File: config.mk
export PLATFORM = sky130hd
export DESIGN_NAME = pc_unit
export DESIGN_NICKNAME = d
export VERILOG_FILES = /design/src/rtl/pc_unit.sv
export SDC_FILE = /design/constraint.sdc
export NUM_CORES = 1
export LEC_CHECK = 0
export BUFFER_PORTS_ARGS = -buffer_cell sky130_fd_sc_hd__buf_2
export CAP_MARGIN = 20
export CELL_PAD_IN_SITES_DETAIL_PLACEMENT = 0
export CELL_PAD_IN_SITES_GLOBAL_PLACEMENT = 1
export CORE_ASPECT_RATIO = 0.7
export CORE_MARGIN = 1.5
export CORE_UTILIZATION = 35
export DETAILED_ROUTE_END_ITERATION = 8
export PLACE_DENSITY = 0.76
export SLEW_MARGIN = 20
export SYNTH_ARGS = -nofsm -noshare
export SYNTH_HDL_FRONTEND = slang
export SYNTH_SLANG_ARGS = --single-unit
File: constraint.sdc
create_clock -name clk -period 2.5 [get_ports clk]
set_clock_uncertainty 0.05 [all_clocks]
set_input_delay 0.375 -clock clk [delete_from_list [all_inputs] [get_ports clk]]
set_output_delay 0.375 -clock clk [all_outputs]
set_load 0.1 [all_outputs]
File: src/rtl/pc_unit.sv
// Program counter and fetch sequencer.
// Handles sequential fetch, stalls, and jump/branch redirects with a flush bubble.
module pc_unit #(
  parameter logic [15:0] RESET_PC = 16'h0000
) (
  input  logic        clk,
  input  logic        rst_n,
  input  logic        jump_en,
  input  logic        br_en,
  input  logic        br_cond,
  input  logic [15:0] jump_offset,
  input  logic        stall,
  input  logic        imem_ready,
  output logic [15:0] pc_out,
  output logic        fetch_valid,
  output logic [15:0] pc_dec,
  output logic        flush
);

  typedef enum logic [1:0] {
    BOOT   = 2'd0,
    FETCH  = 2'd1,
    BUBBLE = 2'd2
  } state_t;

  state_t      r_state;
  state_t      w_state_nxt;
  logic [15:0] r_pc;
  logic [15:0] r_pc_dec;
  logic        r_flush;
  logic [15:0] w_pc_nxt;
  logic [15:0] w_dec_nxt;
  logic        w_flush_nxt;
  logic        w_redirect;
  logic [15:0] w_target;
  logic        w_in_fetch;
  logic        w_fire;

  assign w_redirect = jump_en | (br_en & br_cond);
  assign w_target   = r_pc_dec + jump_offset;
  assign w_in_fetch = (r_state == FETCH);
  assign w_fire     = w_in_fetch & imem_ready;

  // Next-state, next-PC and flush decision for the coming edge.
  always_comb begin
    w_state_nxt = r_state;
    w_pc_nxt    = r_pc;
    w_dec_nxt   = r_pc_dec;
    w_flush_nxt = 1'b0;
    unique case (r_state)
      BOOT: begin
        w_state_nxt = FETCH;
      end
      FETCH: begin
        if (w_redirect) begin
          w_pc_nxt    = w_target;
          w_flush_nxt = 1'b1;
          w_state_nxt = BUBBLE;
        end else if (w_fire && !stall) begin
          w_dec_nxt = r_pc;
          w_pc_nxt  = r_pc + 16'd1;
        end
      end
      BUBBLE: begin
        w_state_nxt = FETCH;
      end
      default: begin
        w_state_nxt = BOOT;
      end
    endcase
  end

  // State, PC pair and registered flush pulse.
  always_ff @(posedge clk or negedge rst_n) begin
    if (!rst_n) begin
      r_state  <= BOOT;
      r_pc     <= RESET_PC;
      r_pc_dec <= RESET_PC;
      r_flush  <= 1'b0;
    end else begin
      r_state  <= w_state_nxt;
      r_pc     <= w_pc_nxt;
      r_pc_dec <= w_dec_nxt;
      r_flush  <= w_flush_nxt;
    end
  end

  assign pc_out      = r_pc;
  assign pc_dec      = r_pc_dec;
  assign fetch_valid = w_in_fetch;
  assign flush       = r_flush;

endmodule

; Yosys cells after proc, flatten, opt, wreduce, memory -nomap -nowiden
; Index checks and enable logic that the tools add are counted.
[totals]
out_inout_bits = 34
register_bits = 35
inputBits = 23
[classes]
n_eq_ne = 3
n_reduce_logical = 7
bitwise = 4
mux = 6
addsub = 2
[op_table]
columns = cell, count
row1 = 16-bit two-way mux, 2
row2 = 16-bit by 1-bit adder with 16-bit output (second input constant), 1
row3 = 16-bit adder, 1
row4 = 2-bit one-hot mux with 2 select lines, 1
row5 = 3-bit AND reduction, 1
row6 = 1-bit AND, 2
row7 = 2-bit by 1-bit == test with 1-bit output (second input constant), 1
row8 = 2-bit == test (second input constant), 1
row9 = 2-bit logical NOT, 1
row10 = 1-bit two-way mux, 2
row11 = 2-bit two-way mux, 1
row12 = 2-bit inequality test (second input constant), 1
row13 = 2-bit AND reduction, 1
row14 = 2-bit nonzero test, 1
row15 = 2-bit OR reduction, 1
row16 = 1-bit logical AND, 1
row17 = 1-bit logical NOT, 1
row18 = 1-bit NOT, 1
row19 = 1-bit OR, 1

; Longest topological paths before layout
[depth]
word_depth = 5
ltp_mapped = 8
ltp_nobuf = 8

; Least setup slack after synthesis
; Ideal clock, no wire load.
[synth_path]
path_kind = register -> register
startpoint = reg r_pc_dec[0], in the netlist pc_dec[0]
endpoint = reg r_pc[14], in the netlist pc_out[14]
n_path_buf = 0
setup_slack_ns = -0.405
arrival_time_ns = 2.745
required_time_ns = 2.340
setup_ns = 0.110
stages_incl_launch_ff = 9
path_cell_list = dfrtp_1 ha_1 fa_1 a21oi_1 o211ai_1 a2111oi_0 nor2_1 xnor2_1 a221oi_1
[synth_between]
elab_chain_len = 2
[synth_rtl]
columns = item, line_no
row1 = start: declaration, 29  ; logic [15:0] r_pc_dec;
row2 = start signal: assignment, 83  ; r_pc_dec <= w_dec_nxt;
row3 = 16-bit adder, 40  ; assign w_target = r_pc_dec + jump_offset;
row4 = 16-bit two-way mux, 55  ; if (w_redirect) begin
row5 = end signal: assignment, 82  ; r_pc <= w_pc_nxt;
row6 = end: declaration, 28  ; logic [15:0] r_pc;
; No other way between the ends.
; A chain may end at the register's enable or synchronous reset.

; Worst setup path after layout
; Same ends and word-level chain as after synthesis.

==> impl_metrics.yaml <==
die:
  die_w_um: 101
  die-area_mm2: 0.00719
  start_util: 0.369
  io_pins: 57
  die_h_um: 71.4
  core_area_mm2: 0.00634
  rows: 24
yosys:
  seq_area_frac_synth: 0.374
  synth_seq_cells: 35
  synth.avg_cell_area_um2: 9.21
  yosysUniqueCellTypes: 41
  synthArstFlopShare: 1.00
  ys_warn_count: 0
  syn_area_mm2: 0.00234
  synthesis.nets: 294
  syn-instance-count: 254
  synthTopCellsByArea: "dfrtp_1 (37%), ha_1 (8.6%), mux2_2 (7.7%), a21oi_1 (7.1%), o21ai_0 (3.9%)"
  synth_largest_area_cell: "dfrtp_1"
  synth_ff_type: "dfrtp_1"
  synth_edf_count: 0
  yosysTopAreaCellShare: 0.374
critical_path:
  worstPathRequired_ns: 2.64
  setup.worst_path.end_class: "register"
  crit_type: "register to register"
  critPathLaunchType: "register"
  crit_arrival_ns: 2.56
  cp_max_fo: 4
routing:
  wl_per_cell_um: 15.7
  route.detailed.drc: 0
  vias: 2202
  ant_nets: 0
  via_per_inst: 5.33
  drt_first_iter_violations: 128
  firstDrtPassIters: 4
  drt-total-wl_um: 6500
layout:
  drive_gt1_frac: 0.357
  area_growth_pct: 26.4
  fill_cells: 630
  fin_nets: 361
  mostFrequentLayoutCells: "buf_2 (56), a21oi_1 (32), nor2_1 (22), dfrtp_1 (22), nand2_1 (21)"
  final-seq-area_um2: 897
  n_antenna_cell: 0
  mostFrequentLayoutCell: "buf_2"
  multi_input_area_mm2: 0.00145
clock_tree:
  root_buffer: "clkbuf_8"
  clk_latency_ns: 0.29
  h-tree-depth: 2
  cts.path.max_buffers: 2
  cts_sinks: 35
  cts_made_buffers: 5
  post-cts-setup-buffers: 0
  cts_tree: "yes"
  clk_pin_slew_worst_paths_ns: 0.07
timing:
  setup_ws_ns: 0.0843
  slew_headroom: 0.450
  fin_crit_ns: 2.42
  fmax_mhz: 414
  rsz0062_at_grt: "true"
  worst_pin_slew_ns: 0.825
  setup_tns_ns: 0
  setup_viol: 0
  hold_viol_final: 0
  finalCritPeriodShare: 0.966
  slew_violations: 0
run_status:
  status: "complete, no violations"
global_routing:
  overflow: 0
  grt_pass1_wl_um: 10500
  grt.total_usage: 0.190
  grt_max_degree: 36
  grt_antenna_before_repair: 0
  grt_pass1_vias: 2038
placement:
  pre_cts_ws_ns: -0.0620
  place_hpwl_um: 4900
  io_buffers: 56
  place_congestion: 0.791
flow_run:
  drv_cap: 0
min_path:
  hp-class: "input pin to async pin"
[sequential cells by signal, summed over array words and instances (netlist names)]
register / count
r_state: 2
pc_out: 16
pc_dec: 16
flush: 1
[metrics by stage]
stage,hold slack [ns],instances,utilization,area (µm²)
after floorplan,0.0294,254,-,2380
after global placement,0.394,405,0.446,2830
after detailed placement,0.401,405,0.446,2830
after CTS,0.165,413,0.466,2950
after global routing,0.198,413,0.467,2960
final,0.129,413,0.467,2960
[worst paths after layout]
check / start / endpoint / slack, ns / cells past startpoint
max in group asynchronous: rst_n / pc_dec[0]$_DFFE_PN0P_ / 1.66 / 1
worst min register to register: r_state[1]$_DFFE_PN0N_ / r_state[0]$_DFFE_PN0N_ / 0.41 / 1
worst min-delay path: rst_n / r_state[1]$_DFFE_PN0N_ / 0.13 / 1
worst max-delay path: pc_dec[0]$_DFFE_PN0P_ / pc_out[14]$_DFFE_PN0P_ / 0.08 / 8
worst max register to register: pc_dec[0]$_DFFE_PN0P_ / pc_out[14]$_DFFE_PN0P_ / 0.08 / 8
min in group clk: jump_offset[0] / pc_out[0]$_DFFE_PN0P_ / 0.40 / 4
[layer usage]
metal	part of all wire	track usage	routed length [µm]
met5	0	0	0
met3	0.062	0.0341	405
met1	0.52	0.289	3400
met2	0.40	0.273	2630
met4	0.010	0.0548	67
[cell type report]
cell class,instances,share of cell area
timing repair buffer,66,0.120
inverter,5,0.00635
multi-input combinational,208,0.492
clock buffer,6,0.0279
tap,91,0.0385
sequential,35,0.303
clock inverter,2,0.0118
[kinds of logic (layout without fill, tap and decap cells)]
group                      after synthesis  after routing  synth area share
muxes                                   16             16            0.0770
and+or+nand+nor                         78             78             0.158
DFF                                     35             35             0.374
AOI/OAI and AO/OA                       82             82             0.222
xor gates and xnor gates                15             15            0.0561
buffers and inverters                   11             79            0.0182
adders and majority gates               17             17            0.0941
[timing repair]
item                                    CTS  global route
hold buffers                              0             0
endpoints found under the setup margin    1             2
cloned                                    0             0
pin swaps                                 1             1
resized for setup                         2             1
[critical path, stage by stage, from the launching register on]
cell	delay, ns
dfrtp_4	0.50
ha_4	0.17
fa_2	0.37
a21oi_4	0.20
o211ai_1	0.17
a2111oi_2	0.33
nor2_1	0.11
xnor2_1	0.14
a221oi_1	0.28
[cells in the mapped netlist, types with 5 or more instances]
master / n
nor2_1: 22
inv_1: 5
xor2_1: 5
nand2_1: 21
nand3_1: 9
a21oi_1: 33
a21o_1: 6
ha_1: 16
xnor2_1: 10
mux2_2: 16
nor3_1: 7
o21ai_0: 18
dfrtp_1: 35
Power is left out: the tool's default activity adds up to more than one toggle a clock period on the data nets, which glitch-free logic cannot reach.
